==> src/rtl/exu_wbck_ctrl.sv <==
// exu_wbck_ctrl: shares the GPR file write port between the single-cycle ALU
// and the long-latency pipe. It keeps a scoreboard of pending long-op
// destinations for dependency checks, and uses a counter to bound ALU
// starvation.
//
// Handshake: a source transfers in any cycle where valid && ready. A source
// holds idx/data stable while valid && !ready. Exactly one ready is high
// whenever any valid is high and rst is low. A write to x0 is accepted but
// does not assert wbck_dest_ena.
module exu_wbck_ctrl #(
  parameter int XLEN         = 32,
  parameter int RFIDX_WIDTH  = 5,
  parameter int RFREG_NUM    = 32,
  parameter int STARVE_LIMIT = 3
) (
  input  logic                   clk,
  input  logic                   rst,
  input  logic                   alu_wbck_valid,
  output logic                   alu_wbck_ready,
  input  logic [RFIDX_WIDTH-1:0] alu_wbck_idx,
  input  logic [XLEN-1:0]        alu_wbck_data,
  input  logic                   lng_wbck_valid,
  output logic                   lng_wbck_ready,
  input  logic [RFIDX_WIDTH-1:0] lng_wbck_idx,
  input  logic [XLEN-1:0]        lng_wbck_data,
  input  logic                   disp_lng_valid,
  input  logic [RFIDX_WIDTH-1:0] disp_lng_idx,
  input  logic [RFIDX_WIDTH-1:0] chk_src1_idx,
  input  logic [RFIDX_WIDTH-1:0] chk_src2_idx,
  input  logic [RFIDX_WIDTH-1:0] chk_dest_idx,
  input  logic                   chk_src1_en,
  input  logic                   chk_src2_en,
  input  logic                   chk_dest_en,
  output logic                   dep_stall,
  output logic                   wbck_dest_ena,
  output logic [RFIDX_WIDTH-1:0] wbck_dest_idx,
  output logic [XLEN-1:0]        wbck_dest_data,
  output logic                   sb_busy
);

  localparam int CW = $clog2(STARVE_LIMIT + 1);
  localparam logic [CW-1:0] STARVE_MAX = CW'(STARVE_LIMIT);

  logic [CW-1:0]        starve_cnt;
  logic [CW-1:0]        starve_nxt;
  logic [RFREG_NUM-1:0] sb;
  logic [RFREG_NUM-1:0] sb_nxt;
  logic                 starved;
  logic                 alu_grant;
  logic                 lng_grant;

  // Arbitration: the long pipe wins by default. The ALU wins when it is
  // alone, or when it has lost STARVE_LIMIT times in a row.
  always_comb begin
    starved   = (starve_cnt == STARVE_MAX);
    alu_grant = !rst && alu_wbck_valid && (!lng_wbck_valid || starved);
    lng_grant = !rst && lng_wbck_valid && !alu_grant;
    alu_wbck_ready = alu_grant;
    lng_wbck_ready = lng_grant;
  end

  // Write port mux: it drives zeros when nothing is granted, and it suppresses
  // writes to x0.
  always_comb begin
    wbck_dest_idx  = '0;
    wbck_dest_data = '0;
    if (alu_grant) begin
      wbck_dest_idx  = alu_wbck_idx;
      wbck_dest_data = alu_wbck_data;
    end else if (lng_grant) begin
      wbck_dest_idx  = lng_wbck_idx;
      wbck_dest_data = lng_wbck_data;
    end
    wbck_dest_ena = (alu_grant || lng_grant) && (wbck_dest_idx != '0);
  end

  // Next state for the starvation counter and the scoreboard. For the
  // scoreboard, a dispatch set overrides a same-cycle writeback clear.
  always_comb begin
    starve_nxt = '0;
    if (alu_wbck_valid && lng_grant) begin
      starve_nxt = starved ? starve_cnt : starve_cnt + CW'(1);
    end
    sb_nxt = sb;
    if (lng_grant && (lng_wbck_idx != '0)) begin
      sb_nxt[lng_wbck_idx] = 1'b0;
    end
    if (disp_lng_valid && (disp_lng_idx != '0)) begin
      sb_nxt[disp_lng_idx] = 1'b1;
    end
    sb_nxt[0] = 1'b0;
  end

  // State registers; reset discards all pending destinations.
  always_ff @(posedge clk) begin
    if (rst) begin
      starve_cnt <= '0;
      sb         <= '0;
    end else begin
      starve_cnt <= starve_nxt;
      sb         <= sb_nxt;
    end
  end

  // Hazard flags come from the registered scoreboard only. There is no
  // bypass of a same-cycle clear.
  always_comb begin
    dep_stall = !rst && ((chk_src1_en && sb[chk_src1_idx]) ||
                         (chk_src2_en && sb[chk_src2_idx]) ||
                         (chk_dest_en && sb[chk_dest_idx]));
    sb_busy   = !rst && (|sb);
  end

endmodule

==> config.mk <==
export PLATFORM = sky130hd
export DESIGN_NAME = exu_wbck_ctrl
export DESIGN_NICKNAME = d
export VERILOG_FILES = /design/src/rtl/exu_wbck_ctrl.sv
export SDC_FILE = /design/constraint.sdc
export NUM_CORES = 1
export LEC_CHECK = 0
export ABC_AREA = 1
export CAP_MARGIN = 10
export CORE_MARGIN = 5
export CORE_UTILIZATION = 46
export CTS_BUF_LIST = sky130_fd_sc_hd__clkbuf_8
export DETAILED_ROUTE_END_ITERATION = 16
export PLACE_DENSITY = 0.89
export SYNTH_ARGS = -nofsm -noshare
export SYNTH_HDL_FRONTEND = slang
export SYNTH_SLANG_ARGS = --single-unit
==> constraint.sdc <==
create_clock -name clk -period 2.45 [get_ports clk]
set_input_delay 0.3675 -clock clk [delete_from_list [all_inputs] [get_ports clk]]
set_output_delay 0.3675 -clock clk [all_outputs]
set_load 0.05 [all_outputs]
Word-level counts from Yosys, hierarchy flattened
Cells that the tools add are included.
{ "totals": {"regBits": 34, "inputBits": 102, "out_inout_bits": 42, "wordCells": 59} }
{ "classes": {"n_addsub": 1, "magnitude_cmp": 7, "n_eq_ne": 1, "n_mux": 16, "n_bitwise": 4, "n_reduce_logical": 27} }
{ "ops": {"columns": ["op", "n"], "rows": [
  ["$mux W32", 4],
  ["$and A32 B32 Y32", 1],
  ["$not A32 Y32", 1],
  ["$or A32 B32 Y32", 1],
  ["$reduce_or A32 Y1", 1],
  ["$lt A5 B6 Y1 const B", 5],
  ["$bmux W1 S5", 3],
  ["$logic_and A1 B1 Y1", 15],
  ["$reduce_bool A5 Y1", 3],
  ["$demux W1 S5", 2],
  ["$ge A5 B1 Y1 const B", 2],
  ["$mux W5", 2],
  ["$mux W1", 5],
  ["$logic_or A1 B1 Y1", 4],
  ["$logic_not A1 Y1", 3],
  ["$add A2 B1 Y2 const B", 1],
  ["$eq A2 B2 Y1 const B", 1],
  ["$reduce_or A2 Y1", 1],
  ["$not A1 Y1", 1]
]} }

Longest topological paths before layout
{ "depth": {"word_depth": 9, "ltp_mapped": 13} }

Worst setup path before layout
No wires, ideal clock.
{ "synth_path": {"path_type": "register to output", "start": "register starve_cnt[0]", "end": "output wbck_dest_ena", "t_arrival_ps": 2596, "path_slack_ps": -514, "stages_incl_launch_ff": 9, "n_path_buf": 0, "path_cell_list": "dfxtp_1 > ha_1 > nor2_2 > nor3_4 > inv_2 > nand3_4 > o21ai_0 > nor3_1 > nand2_1"} }
{ "synth_via": {"elab_chain_cells": 9, "elab_cells_between_ends": 10} }
{ "synth_rtl": {"columns": ["element", "line", "source"], "rows": [
  ["start: declaration", "44", "logic [CW-1:0] starve_cnt;"],
  ["start signal: assignment", "100", "starve_cnt <= starve_nxt;"],
  ["$eq A2 B2 Y1 (*)", "55", "starved = (starve_cnt == STARVE_MAX);"],
  ["$logic_or A1 B1 Y1 (*)", "56", "alu_grant = !rst && alu_wbck_valid && (!lng_wbck_valid || starved);"],
  ["$logic_and A1 B1 Y1 (*)", "56", null],
  ["$logic_not A1 Y1", "57", "lng_grant = !rst && lng_wbck_valid && !alu_grant;"],
  ["$logic_and A1 B1 Y1", "57", null],
  ["$mux W5", "70", "end else if (lng_grant) begin"],
  ["$mux W5 (*)", "67", "if (alu_grant) begin"],
  ["net wbck_dest_idx[2]", "36", "output logic [RFIDX_WIDTH-1:0] wbck_dest_idx,"],
  ["$reduce_bool A5 Y1 (*)", "74", "wbck_dest_ena = (alu_grant || lng_grant) && (wbck_dest_idx != '0);"],
  ["$logic_and A1 B1 Y1 (*)", "74", null],
  ["end: declaration", "35", "output logic wbck_dest_ena,"]
]} }
Mark *: on every way through the listed nets, which the timed path passes. The rest lies on a longest branch.

Worst setup path after layout
{ "layout_path": {"start": "input lng_wbck_valid", "end": "output wbck_dest_data[29]"} }
{ "layout_via": {"elab_chain_cells": 7, "elab_cells_between_ends": 8} }
{ "layout_rtl": {"columns": ["element", "line", "source"], "rows": [
  ["start: declaration", "22", "input logic lng_wbck_valid,"],
  ["$logic_not A1 Y1", "56", null],
  ["$logic_or A1 B1 Y1", "56", null],
  ["$logic_and A1 B1 Y1", "56", null],
  ["$logic_not A1 Y1", "57", null],
  ["$logic_and A1 B1 Y1", "57", null],
  ["$mux W32", "70", null],
  ["$mux W32 (*)", "67", null],
  ["end: declaration", "37", "output logic [XLEN-1:0] wbck_dest_data,"]
]} }
Every way passes the cells marked *; elsewhere a longest branch is shown, timed or not.

==> flow_summary_export.csv <==
group,metric,value,unit
outcome,status,"completed",
clock_tree,cts.sinks,33,
placement,detailed_place_hpwl,10900,um
synth,ys_seq_area_share,22.1,%
critical_path,slowest_stage,"clkdlybuf4s50_1",
sta,skew,0.00591,ns
job,maxCapViolCount,0,
clock_tree,post_cts_buffers,0,
synth,yosysWarningCount,0,
synth,netlist_area,2990,um2
synth,synthCells,517,
pwr,powerDensity,390,nW/um2
clock_tree,root_buffer,"clkbuf_8",
critical_path,crit_chain,"clkdlybuf4s50_1 > inv_1 > nor2_2 > nor3_4 > inv_2 > nand3_4 > inv_2 > buf_12 > a22o_1 > buf_6",
placement,placed_area,4530,um2
placement,globalplace.congestion,1.14,
global_routing,first_global_vias,4055,
sta,fmax,412,MHz
global_routing,grt-ovfl-total,0,
sta,slew_headroom,53.3,%
finish,drive_gt1_share,12.8,%
pwr,vdd_drop_max,456,uV
critical_path,critPathCaptureType,"output port",
route,drt_iter0_markers,609,
finish,final_cells,741,
clock_tree,insertion_delay,0.29,ns
synth,yosys.area.top_type_share,22.1,%
synth,synth_top_family_by_area,"simple AND/OR/NAND/NOR gates",
finish,num_antenna_cells,0,
placement,io_buffer_count,143,
critical_path,cp_data_required_time,2.08,ns
synth,syn_nets,620,
finish,regArea,661,um2
synth,synth_top_cell_by_area,"dfxtp_1",
synth,avgSynthCellArea,5.78,um2
worst_hold_path,worstHoldPathType,"flip-flop to flip-flop",
sta,rsz0062_at_grt,"true",
route,via_per_inst,5.86,
die,design.die.area,8210,um2
clock_tree,path_clk_slew,0.07,ns
finish,area_growth,58.8,%
global_routing,antenna_found_initial,0,
finish,final.fill_count,505,
route,wire_per_inst,18.9,um
synth,synth.mux.area_fraction,0.335,%
clock_tree,cts_tree,"done",
finish,multiInputGateArea,1960,um2
die,core_area,6350,um2
synth,synthTopCellsByArea,"dfxtp_1 22%, nand2_1 20%, nand3_1 16%",
route,antenna_left,0,
die,die_h,90.6,um
synth,netlist_top_cells_count,"160 x nand2_1, 94 x nand3_1, 66 x inv_1, 33 x dfxtp_1, 32 x a22o_1",
critical_path,cp.arrival,2.06,ns
die,num_io_pins,144,
synth,post-synth-top-count-cell,"nand2_1",
sta,fin_crit,2.43,ns
route,num_vias,4340,
die,rows,29,
critical_path,worst_path_most_repeated_cell,"inv_2",
route,remaining_drc_errors,0,
critical_path,cp_max_fo,21,
die,start_util,47.1,%
synth,synth-seq-cells,33,
synth,synth-adder-area-share,0.419,%
sta,finalCritPeriodShare,99.0,%
sta,tightestPinTransition,0.699,ns
pwr,leakage,2.06,nW
clock_tree,cts_buffers,5,
global_routing,grt_pass1_wl,21200,um
critical_path,slowest_delay,0.49,ns
synth,synth-simple-area-share,44.0,%
synth,synth_edf_count,0,
sta,setup_viol,0,
synth,ys.flop_type,"dfxtp_1",
synth,ys_async_sr_fraction,0,%
die,die_w,90.6,um
global_routing,grt_usage,32.0,%
finish,finalInstanceArea,4750,um2
critical_path,startpoint_type,"input pin",
synth,ys_types,26,
sta,drv_slew,0,
synth,synth_xor_xnor_area_share,0,%
route,dr.pass1.iters,6,
route,wl,14000,um
clock_tree,htreeDepth,2,
sta,finalHoldViolCount,0,
clock_tree,cts_hold_buf,0,
synth,synth_compound_area_share,20.2,%
finish,fin_nets,766,
critical_path,cp.buffers_inverters,6,
critical_path,crit_family,"buffers and inverters",
clock_tree,clock_path_buffers,2,
critical_path,crit_type,"input pin to output port",
global_routing,grt_max_degree,43,
placement,dp.cells,729,
cells by family (layout without fill, tap and decap cells):
logic type / count (synthesis) / count (layout)
buffers and inverters: 92 / 239
muxes: 1 / 1
DFF: 33 / 33
and+or+nand+nor: 297 / 297
AOI/OAI and AO/OA: 93 / 93
adders and majority gates: 1 / 1
state kept, by name, indices dropped and copies added (netlist names):
name        flops
sb             31
starve_cnt      2
through the flow:
step	setup TNS, ns	hold slack (ns)	util [%]	power, mW	worst slack, ns
2_1_floorplan	0	0.408	-	0.958	0.144
3_3_place_gp	0	0.420	71.3	1.30	0.0529
3_5_place_dp	-0.0175	0.433	71.3	1.31	-0.0175
4_1_cts	0	0.443	73.4	1.82	0.0202
5_1_grt	-0.186	0.479	74.7	1.92	-0.0365
6_report	0	0.449	74.7	1.85	0.0248
worst reg2reg max path, stage by stage, from the launching register on:
cell and delay [ns]:
dfxtp_1 0.32, ha_1 0.23, nor2_2 0.16, nor3_4 0.05, inv_2 0.07, nand3_4 0.13, buf_4 0.19, a21oi_4 0.23
nand2_1 0.12, o21ai_0 0.23, a21oi_1 0.11
path summary, 6_finish.rpt:
check                 startpoint            endpoint  slack (ns)  cells after the start
setup / recovery  lng_wbck_valid  wbck_dest_data[29]        0.02                     10
hold / removal     starve_cnt[0]       starve_cnt[0]        0.45                      1
setup reg to reg   starve_cnt[0]              sb[17]        0.48                     10
hold reg to reg    starve_cnt[0]       starve_cnt[0]        0.45                      1
routing by layer:
metal  wire [um]  track usage [%]  vias to the layer above
met5           0                0                        -
met4         343             7.82                        0
met3        1750             8.75                       45
met2        6260             49.3                      293
met1        5630             44.2                     1974
li1            -                -                     2028
timing repair:
item / 4_1_cts / 5_1_grt
cloned: 1 / 3
resized for setup: 4 / 17
endpoints found under the hold margin: 0 / 0
setup endpoints to repair: 1 / 9
layout by cell type (no fill, tap or decap), types with 2 or more instances in the layout:
cell / instances
dlymetal6s2s_1: 2
inv_1: 62
o21ai_2: 5
nand4_1: 8
buf_4: 39
nand2_1: 160
a21oi_1: 31
nand3_1: 94
a22o_1: 32
clkbuf_8: 5
buf_6: 10
dfxtp_1: 33
buf_12: 9
clkinvlp_4: 7
nor2_1: 12
clkdlybuf4s50_1: 98
o21ai_0: 21
nor4_1: 4
inv_2: 3
nor3_1: 15
layout make-up:
class / count / area share, %
well taps: 77 / 2.03
repair inverters: 3 / 0.475
repair buffers: 160 / 34.3
flip-flops and latches: 33 / 13.9
clock buffers: 5 / 1.45
clock inverters: 3 / 0.975
multi-input cells: 392 / 41.3
inverters: 68 / 5.62
where the power goes:
group	internal, mW	switching (mW)	total, mW	leakage [nW]
clock network	0.304	0.213	0.517	0.0543
registers	0.543	0.00994	0.553	0.266
logic	0.339	0.439	0.778	1.74
total	1.19	0.662	1.85	2.06
No activity file was read; power rests on OpenSTA's default activity.
